**src/rtl/key_debouncer_pkg.sv**
```systemverilog
// Shared types and helpers for the key debouncer: channel state encoding,
// output decodes and polarity helpers.
package key_debouncer_pkg;

  // Per-channel qualification state; encodings are fixed and all four are used.
  typedef enum logic [1:0] {
    ST_IDLE_LOW  = 2'd0,
    ST_WAIT_HIGH = 2'd1,
    ST_IDLE_HIGH = 2'd2,
    ST_WAIT_LOW  = 2'd3
  } deb_state_e;

  // Debounced level: pressed while stable high or while qualifying a release.
  function automatic logic state_level(input deb_state_e s);
    return (s == ST_IDLE_HIGH) || (s == ST_WAIT_LOW);
  endfunction

  // Busy: a candidate change is being qualified.
  function automatic logic state_busy(input deb_state_e s);
    return (s == ST_WAIT_HIGH) || (s == ST_WAIT_LOW);
  endfunction

  // Raw pin level of a released key for the given polarity.
  function automatic logic idle_raw_level(input logic active_low);
    return active_low;
  endfunction

endpackage : key_debouncer_pkg

```
**src/rtl/debounce_channel.sv**
```systemverilog
// One debounce channel: 2-FF synchroniser, 4-state qualification FSM and
// hold counter for a single raw key bit.
module debounce_channel
  import key_debouncer_pkg::*;
#(
  parameter int unsigned DEBOUNCE_CYCLES = 1000000,
  parameter int unsigned CNT_W           = 20,
  parameter bit          KEY_INVERT      = 1'b1,
  parameter bit          RAW_IDLE        = 1'b1
) (
  input  logic clk,
  input  logic rst,
  input  logic key_i,
  output logic level_o,
  output logic busy_o
);

  localparam logic [CNT_W-1:0] CNT_LAST = CNT_W'(DEBOUNCE_CYCLES - 1);

  logic             sync1_q;
  logic             sync2_q;
  logic             key_on;
  deb_state_e       state_q;
  deb_state_e       state_d;
  logic [CNT_W-1:0] cnt_q;
  logic [CNT_W-1:0] cnt_d;
  logic             level_q;
  logic             level_d;
  logic             busy_q;
  logic             busy_d;

  // Two-flop synchroniser; resets to the released raw level so reset never looks like a press.
  always_ff @(posedge clk or posedge rst) begin
    if (rst) begin
      sync1_q <= RAW_IDLE;
      sync2_q <= RAW_IDLE;
    end else begin
      sync1_q <= key_i;
      sync2_q <= sync1_q;
    end
  end

  // Normalise polarity: key_on is 1 while the key is pressed.
  assign key_on = KEY_INVERT ? ~sync2_q : sync2_q;

  // State, counter and registered output flops.
  always_ff @(posedge clk or posedge rst) begin
    if (rst) begin
      state_q <= ST_IDLE_LOW;
      cnt_q   <= '0;
      level_q <= 1'b0;
      busy_q  <= 1'b0;
    end else begin
      state_q <= state_d;
      cnt_q   <= cnt_d;
      level_q <= level_d;
      busy_q  <= busy_d;
    end
  end

  // Next-state logic: any reversal during qualification drops back to the idle state.
  always_comb begin
    state_d = state_q;
    cnt_d   = cnt_q;
    unique case (state_q)
      ST_IDLE_LOW: begin
        if (key_on) begin
          state_d = ST_WAIT_HIGH;
          cnt_d   = '0;
        end
      end
      ST_WAIT_HIGH: begin
        if (!key_on) begin
          state_d = ST_IDLE_LOW;
          cnt_d   = '0;
        end else if (cnt_q == CNT_LAST) begin
          state_d = ST_IDLE_HIGH;
          cnt_d   = '0;
        end else begin
          cnt_d = cnt_q + CNT_W'(1);
        end
      end
      ST_IDLE_HIGH: begin
        if (!key_on) begin
          state_d = ST_WAIT_LOW;
          cnt_d   = '0;
        end
      end
      ST_WAIT_LOW: begin
        if (key_on) begin
          state_d = ST_IDLE_HIGH;
          cnt_d   = '0;
        end else if (cnt_q == CNT_LAST) begin
          state_d = ST_IDLE_LOW;
          cnt_d   = '0;
        end else begin
          cnt_d = cnt_q + CNT_W'(1);
        end
      end
      default: begin
        state_d = ST_IDLE_LOW;
        cnt_d   = '0;
      end
    endcase
  end

  // Output decode from the next state so the flops change on the same edge as the state.
  always_comb begin
    level_d = state_level(state_d);
    busy_d  = state_busy(state_d);
  end

  assign level_o = level_q;
  assign busy_o  = busy_q;

endmodule : debounce_channel

```
**src/rtl/key_debouncer.sv**
```systemverilog
// Pushbutton front end: one independent debounce channel per raw key,
// presenting a clean active-high level and a qualifying flag per key.
module key_debouncer
  import key_debouncer_pkg::*;
#(
  parameter int unsigned N_KEYS          = 4,
  parameter int unsigned DEBOUNCE_CYCLES = 1000000,
  parameter int unsigned CNT_W           = 20,
  parameter bit          ACTIVE_LOW      = 1'b1
) (
  input  logic              Clock,
  input  logic              Reset,
  input  logic [N_KEYS-1:0] i_key,
  output logic [N_KEYS-1:0] o_level,
  output logic [N_KEYS-1:0] o_busy
);

  localparam bit RAW_IDLE = idle_raw_level(ACTIVE_LOW);

  // Fan the keys out to identical channels; polarity is resolved here once.
  for (genvar g = 0; g < int'(N_KEYS); g++) begin : g_ch
    debounce_channel #(
      .DEBOUNCE_CYCLES (DEBOUNCE_CYCLES),
      .CNT_W           (CNT_W),
      .KEY_INVERT      (ACTIVE_LOW),
      .RAW_IDLE        (RAW_IDLE)
    ) u_ch (
      .clk     (Clock),
      .rst     (Reset),
      .key_i   (i_key[g]),
      .level_o (o_level[g]),
      .busy_o  (o_busy[g])
    );
  end

endmodule : key_debouncer
```
**config.mk**
```make
export PLATFORM = sky130hd
export DESIGN_NAME = key_debouncer
export DESIGN_NICKNAME = d
export VERILOG_FILES = /design/src/rtl/key_debouncer_pkg.sv /design/src/rtl/debounce_channel.sv /design/src/rtl/key_debouncer.sv
export SDC_FILE = /design/constraint.sdc
export NUM_CORES = 1
export LEC_CHECK = 0
export BUFFER_PORTS_ARGS = -buffer_cell sky130_fd_sc_hd__buf_2
export CAP_MARGIN = 15
export CORE_ASPECT_RATIO = 0.75
export CORE_UTILIZATION = 45
export CTS_CLUSTER_DIAMETER = 100
export DETAILED_ROUTE_END_ITERATION = 6
export PLACE_DENSITY = 0.57
export SYNTH_ARGS = -nofsm -noshare
export SYNTH_HDL_FRONTEND = slang
export SYNTH_HIERARCHICAL = 1
export SYNTH_SLANG_ARGS = --single-unit
export TNS_END_PERCENT = 100
```
**constraint.sdc**
```tcl
create_clock -name Clock -period 4.8 [get_ports Clock]
set_clock_uncertainty 0.05 [all_clocks]
set_input_delay 1.2 -clock Clock [delete_from_list [all_inputs] [get_ports Clock]]
set_output_delay 1.2 -clock Clock [all_outputs]
set_load 0.02 [all_outputs]
```
Word-level counts from Yosys, hierarchy flattened. Cells that the tools add are included.

Add/subtract/negate cells: 4. Equal/unequal tests: 36. Mux-type cells: 52. Reduce and logical (&&, ||, !) cells: 16.

Operator list (number): 2-to-1 mux 20 bit (20); case mux 20 bit (4 select lines) (4); adder 20 x 1 -> 20 bit (second input constant) (4); equality test 20 bit (second input constant) (4); 2-to-1 mux 2 bit (24); equality test 2 bit (second input constant) (16); case mux 2 bit (4 select lines) (4); equality test 2 x 1 -> 1 bit (second input constant) (8); zero test 2 bit (4); logical OR 1 bit (8); inequality test 2 x 1 -> 1 bit (second input constant) (4); inequality test 2 bit (second input constant) (4); AND reduction 2 bit (4).

Register bits after elaboration: 104. Bits of input ports: 6.

Longest topological paths before layout. Gate-level depths: netlist of run 1.

Depth after elaboration: 6. Mapped depth: 7. Depth with buffers taken out: 6.

Cells and area by module. Netlist of run 1, hierarchy kept.

By module, submodules not included: debounce_channel at g_ch[0].u_ch ... (times used 3, cells each 131, area an instance 1338.8 sq um, sequential area each 628.1 sq um); debounce_channel at g_ch[3].u_ch (times used 1, cells each 135, area an instance 1340.0 sq um, sequential area each 628.1 sq um).

Worst setup path after synthesis of run 1. OpenSTA, ideal clock, no wires.

Path kind: register to register. Start point: reg g_ch[3].u_ch.cnt_q[0]. End point: reg g_ch[3].u_ch.cnt_q[17]. Setup time: 0.143 ns. Data arrival time: 1.756 ns. Data required time: 4.607 ns. Slack: 2.851 ns. Stages on the path, launching flop included: 7. Path buffers: 1. Period minus slack after synthesis: 1.949 ns. Cells stage by stage: dfrtp_1 -> ha_1 -> nand3_2 -> or3_4 -> o31ai_4 -> buf_6 -> a22oi_1.

Word-level cells in the longest chain between the ends: 4. Elaborated cells between the ends (all ways): 6. Those cells by class: add/sub: 1; eq/ne: 1; mux: 4.

Ends and longest elaborated chain: from (decl) (RTL line debounce_channel.sv:25) `logic [CNT_W-1:0] cnt_q;`; from (signal assigned) (RTL line debounce_channel.sv:55) `cnt_q <= cnt_d;`; adder 20 x 1 -> 20 bit or equality test 20 bit (tied branches); 2-to-1 mux 20 bit * (RTL line debounce_channel.sv:76, debounce_channel.sv:93); 2-to-1 mux 20 bit (on tied branches) (RTL line debounce_channel.sv:90, debounce_channel.sv:73); case mux 20 bit (4 select lines) * (RTL line debounce_channel.sv:65) `unique case (state_q)`.

Every way passes the cells marked *; elsewhere a longest branch is shown, timed or not. A chain may end at the register's enable or synchronous reset.

Worst setup path in the final report of run 1.
Start point: reg g_ch[3].u_ch.busy_q. End point: out o_busy[3].

RTL lines: from (decl) (RTL line debounce_channel.sv:29) `logic busy_q;`; from (signal assigned) (RTL line debounce_channel.sv:57) `busy_q <= busy_d;`; to (decl) (RTL line key_debouncer.sv:15) `output logic [N_KEYS-1:0] o_busy`.

No word-level cell between the ends.

==> results of run 1 <==
[Yosys cell counts, drive strengths merged (10+ instances only)]
cell type  number  area, sq um
a22oi          11         82.6
dfrtp          92         2300
and2           12         78.8
xnor2          17          179
nand4          20          125
nand2          56          210
xor2           26          228
o21ai          29          145
nor2           60          323
and3           15          109
nand3          33          208
a21oi          10         50.1
nor4           10         68.8
or3            12         80.1
inv            19         71.3
[cell type report]
cell class              count  area (sq um)  share of cell area, %
well taps                 162           203                   3.47
multi-input cells         396          2650                   45.4
inverters                  19          71.3                   1.22
flip-flops and latches    100          2510                   43.0
repair buffers             13          65.1                   1.11
clock buffers              10           239                   4.09
clock inverters             5           100                   1.71
[stage by stage]
| step | instance area, sq um | std cells | utilization (%) | hold WS [ns] |
|---|---|---|---|---|
| finish | 5840 | 705 | 50.3 | 0.306 |
| global route | 5840 | 705 | 50.3 | 0.306 |
| CTS | 5840 | 705 | 50.3 | 0.304 |
| detailed placement | 5500 | 690 | 47.4 | 0.298 |
| global placement | 5500 | 690 | 47.4 | 0.296 |
| floorplan | 5360 | 528 | - | 0.295 |
[power by group]
part / internal (uW) / switching [uW] / leakage (uW)
clock: 519 / 303 / 0.000168
combinational: 21.5 / 57.1 / 0.000903
sequential: 856 / 12.8 / 0.00135
total: 1400 / 373 / 0.00243
[worst min-delay path by stage]
| stage | from | slack [ns] | cells past startpoint | endpoint |
|---|---|---|---|---|
| 2_1_floorplan | g_ch[0].u_ch/sync1_q | 0.30 | 0 | g_ch[0].u_ch/sync2_q |
| 3_3_place_gp | g_ch[0].u_ch/sync1_q | 0.30 | 0 | g_ch[0].u_ch/sync2_q |
| 3_5_place_dp | g_ch[2].u_ch/sync1_q | 0.30 | 0 | g_ch[2].u_ch/sync2_q |
| 4_1_cts | g_ch[0].u_ch/sync1_q | 0.30 | 0 | g_ch[0].u_ch/sync2_q |
| 5_1_grt | g_ch[0].u_ch/sync1_q | 0.31 | 0 | g_ch[0].u_ch/sync2_q |
| 6_report | g_ch[1].u_ch/sync1_q | 0.31 | 0 | g_ch[1].u_ch/sync2_q |
[cells by family after synthesis]
logic type	Yosys count	share of synthesized area [%]
simple gates	257	28.3
flops	100	46.9
compound gates	84	11.2
xor+xnor	43	7.59
buf+inv	32	3.57
mux	8	1.50
fa+ha+maj	4	0.934
[per-layer routing]
metal / wire (um) / track usage [%]
met5: 0 / 0
met4: 73 / 4.41
met3: 283 / 3.96
met2: 4340 / 26.5
met1: 5320 / 26.2
[flip-flops by register name (all words and copies together) (netlist names)]
signal,cells
g_ch.u_ch/sync2_q,4
g_ch.u_ch/cnt_q,80
g_ch.u_ch/state_q,4
g_ch.u_ch/level_o,4
g_ch.u_ch/sync1_q,4
g_ch.u_ch/busy_o,4
==> flow_metrics.tcl, run 1 <==
set metrics [dict create \
    status "completed" \
    synth_edf_count 0 \
    critPathSlowestCell "dfrtp_1" \
    setup_viol 0 \
    drive_gt1_share_pct 18.4 \
    fp.dieW_um 128 \
    power_density_nw_per_um2 303 \
    clockRootBuffer "clkbuf_16" \
    ys_warn_count 6 \
    viasPerCell 5.42 \
    leakage_uw 0.00243 \
    tns_ns 0 \
    slowest_delay_ns 0.53 \
    syn_nets 538 \
    path_delay_family "flip-flops" \
    grt_remaining_overflow 0 \
    slew_headroom_pct 36.0 \
    die_h_um 96.5 \
    crit_fanout 9 \
    synth_seq_cells 100 \
    p_total_uw 1770 \
    synth_ff_type "dfrtp_1" \
    async_reset_ff_share_pct 100 \
    clock_latency_ns 0.34 \
    path_class "register to output pin" \
    setup_slack_ns 2.45 \
    cp_cell_sequence "buf_2" \
    clockBufferDepth 2 \
    detail-route-antenna-nets 0 \
    reg2reg_depth 5 \
    cts.clk_slew.worst_paths_ns 0.06 \
    gp_congestion 0.773 \
    htreeDepth 3 \
    post_cts_resized 0 \
    hold_viol 0 \
    grt_pass1_vias 3481 \
    yosysSeqAreaShare_pct 46.9 \
    cts-buffers-inserted 9 \
    nFillCells 1061 \
    final_max_slew_viol_count 0 \
    floorplan.rows 34 \
    cp-end-kind "output pin" \
    netlist_area_sq_um 5360 \
    hold_class "register to register" \
    postCtsHoldBufs 0 \
    start_util_pct 46.1 \
    vias 3819 \
    drt_iter0_drc 250 \
    final_common_cell "dfrtp_1" \
    grt_util_all_layers_pct 17.8 \
    ir_drop_mv 0.194 \
    post-route-period-util_pct 49.0 \
    reg2reg_slack_ns 2.45 \
    synth_cell_types 57 \
    cts.sinks 100 \
    synthCells 528 \
    io_buffer_count 13 \
    diodes 0 \
    worstSetupStartpoint "g_ch[3].u_ch/busy_o" \
    endpoint "o_busy[3]" \
    worst_slew_pin_slew_ns 0.959 \
    grt_max_degree 26 \
    grt_pass1_wl_um 17400 \
    syn_to_final_growth_pct 9.09 \
    rsz0062_at_grt "no" \
    antenna_found_initial 0 \
    syn_avg_cell_area_sq_um 10.1 \
    cts_setup_buffers 0 \
    drt_first_pass_iters 4 \
    cp-start-kind "register" \
    min_period_ns 2.35 \
    cp.arrival_ns 1.10 \
    layout.nets 549 \
    wl_per_cell_um 14.2 \
    clock.fmax_ghz 0.425 \
    wirelength_um 10000 \
    cp.required_ns 3.55 \
    die-area_sq_um 12300 \
    rr_endpoint "g_ch[3].u_ch/cnt_q[15]" \
    cts_tree "done" \
    max-cap-violations 0 \
    dp_slack_ns 2.44 \
    dpl.hpwl_um 6870 \
    mostFrequentLayoutCells "dfrtp_1 (92), nand2_1 (56), nor2_2 (30), nand3_1 (29)" \
    ios 14 \
    critPathBufInv 1 \
    drc_errors 0 \
    fp.coreArea_sq_um 11600 \
    r2r-start "g_ch[3].u_ch/cnt_q[0]" \
    cp.depth 1 \
]
Power figures use the tool's default switching activity.
==> run 2, diff against run 1 <==
==> constraint.sdc (replaced) <==
create_clock -name Clock -period 2.2 [get_ports Clock]
set_clock_uncertainty 0.05 [all_clocks]
set_input_delay 0.55 -clock Clock [delete_from_list [all_inputs] [get_ports Clock]]
set_output_delay 0.55 -clock Clock [all_outputs]
set_load 0.02 [all_outputs]
==> flow_metrics.tcl, run 2 (same netlist as run 1, synthesis figures left out) <==
set metrics [dict create \
    setup_viol 0 \
    grt_pass1_wl_um 17600 \
    clock.fmax_ghz 0.492 \
    whs_ns 0.235 \
    hold_class "input pin to async pin" \
    final_common_cell "dfrtp_1" \
    fp.coreArea_sq_um 11600 \
    cts_tree "done" \
    rsz0062_at_grt "no" \
    ir_drop_mv 0.410 \
    cts.sinks 100 \
    regMostFlops "g_ch.u_ch/cnt_q" \
    clockBufferDepth 2 \
    final_max_slew_viol_count 0 \
    drt_first_pass_iters 5 \
    worst_slew_pin_slew_ns 0.865 \
    layout.nets 560 \
    power_density_nw_per_um2 610 \
    grt_pass1_vias 3561 \
    cts_setup_buffers 0 \
    grt_remaining_overflow 0 \
    ios 14 \
    io_buffer_count 13 \
    leakage_uw 0.00244 \
    largest_reg_flops 80 \
    crit_fanout 13 \
    clock_latency_ns 0.35 \
    drc_errors 0 \
    htreeDepth 3 \
    gp_congestion 0.775 \
    postCtsHoldBufs 0 \
    die_h_um 96.5 \
    floorplan.rows 34 \
    clockRootBuffer "clkbuf_16" \
    wl_per_cell_um 14.3 \
    cp.required_ns 2.41 \
    detail-route-antenna-nets 0 \
    tns_ns 0 \
    post-route-period-util_pct 92.4 \
    vias 3867 \
    grt_max_degree 26 \
    cts-buffers-inserted 9 \
    cp.arrival_ns 2.24 \
    hold_viol 0 \
    viasPerCell 5.39 \
    cts.clk_slew.worst_paths_ns 0.07 \
    mostFrequentLayoutCells "dfrtp_1 (92), nand2_1 (56), nor2_2 (30), nand3_1 (29)" \
    fp.dieW_um 128 \
    drt_iter0_drc 185 \
    wirelength_um 10300 \
    drive_gt1_share_pct 20.0 \
    status "completed" \
    slew_headroom_pct 42.1 \
    path_class "register to register" \
    diodes 0 \
    die-area_sq_um 12300 \
    syn_to_final_growth_pct 9.44 \
    dpl-instance-area_sq_um 5590 \
    start_util_pct 46.1 \
    grt_util_all_layers_pct 18.2 \
    stdcell_area_sq_um 5860 \
    post_cts_resized 0 \
    cp-start-kind "register" \
    reg2reg_depth 4 \
    antenna_found_initial 0 \
    dpl.hpwl_um 7050 \
    min_period_ns 2.03 \
    cp-end-kind "register" \
    max-cap-violations 0 \
]
## run 2: cell types whose count changed in the layout (fill, tap and decap cells not counted), sizes merged
cell / before / now
buf: 13 / 24
bufinv: 3 / 0
clkinv: 2 / 1
inv: 19 / 22
clkinvlp: 0 / 2
## run 2: metal layers
layer	share of wire (%)	vias up	global-route usage, %	wire length [um]
met5	0	-	0	0
met4	1.3	0	5.98	134
met3	2.9	12	3.80	297
met2	42	50	27.3	4350
met1	53	1858	26.2	5490
li1	-	1947	-	-
## run 2: critical path, cell delays in order (launching register included)
cell and delay, ns:
dfstp_2 0.56, xnor2_2 0.19, o211ai_1 0.39, or4_1 0.58, a22oi_1 0.18
## run 2: layout make-up
| cell class | instances | area [sq um] |
|---|---|---|
| Timing Repair Buffer | 24 | 148 |
| Inverter | 19 | 71.3 |
| Tap cell | 162 | 203 |
| Multi-Input combinational cell | 396 | 2650 |
| Sequential cell | 100 | 2510 |
| Fill cell | 1071 | 5750 |
| Clock inverter | 6 | 46.3 |
| Clock buffer | 10 | 229 |
## run 2: worst paths after layout
kind | start | endpoint | slack [ns]
max in group asynchronous | Reset | g_ch[3].u_ch/sync1_q | 1.55
hold reg to reg | g_ch[1].u_ch/sync1_q | g_ch[1].u_ch/sync2_q | 0.31
hold / removal | Reset | g_ch[0].u_ch/cnt_q[6] | 0.23
setup reg to reg | g_ch[3].u_ch/sync2_q | g_ch[3].u_ch/cnt_q[19] | 0.17
min in group Clock | i_key[3] | g_ch[3].u_ch/sync1_q | 0.25
setup / recovery | g_ch[3].u_ch/sync2_q | g_ch[3].u_ch/cnt_q[19] | 0.17
## run 2: metrics by stage
step	setup WS [ns]	utilization, %	power, uW	std cells
3_3_place_gp	0.243	48.1	2120	701
2_1_floorplan	0.251	-	2080	528
3_5_place_dp	0.177	48.1	2120	701
4_1_cts	0.174	50.5	3650	717
6_report	0.167	50.5	3580	717
5_1_grt	0.0139	50.5	3740	717
## run 2: report_power, final
| group | leakage (uW) | internal [uW] | switching, uW | total, uW |
|---|---|---|---|---|
| logic | 0.000957 | 57.2 | 127 | 184 |
| registers | 0.00135 | 1870 | 28.1 | 1900 |
| clock network | 0.000130 | 778 | 720 | 1500 |
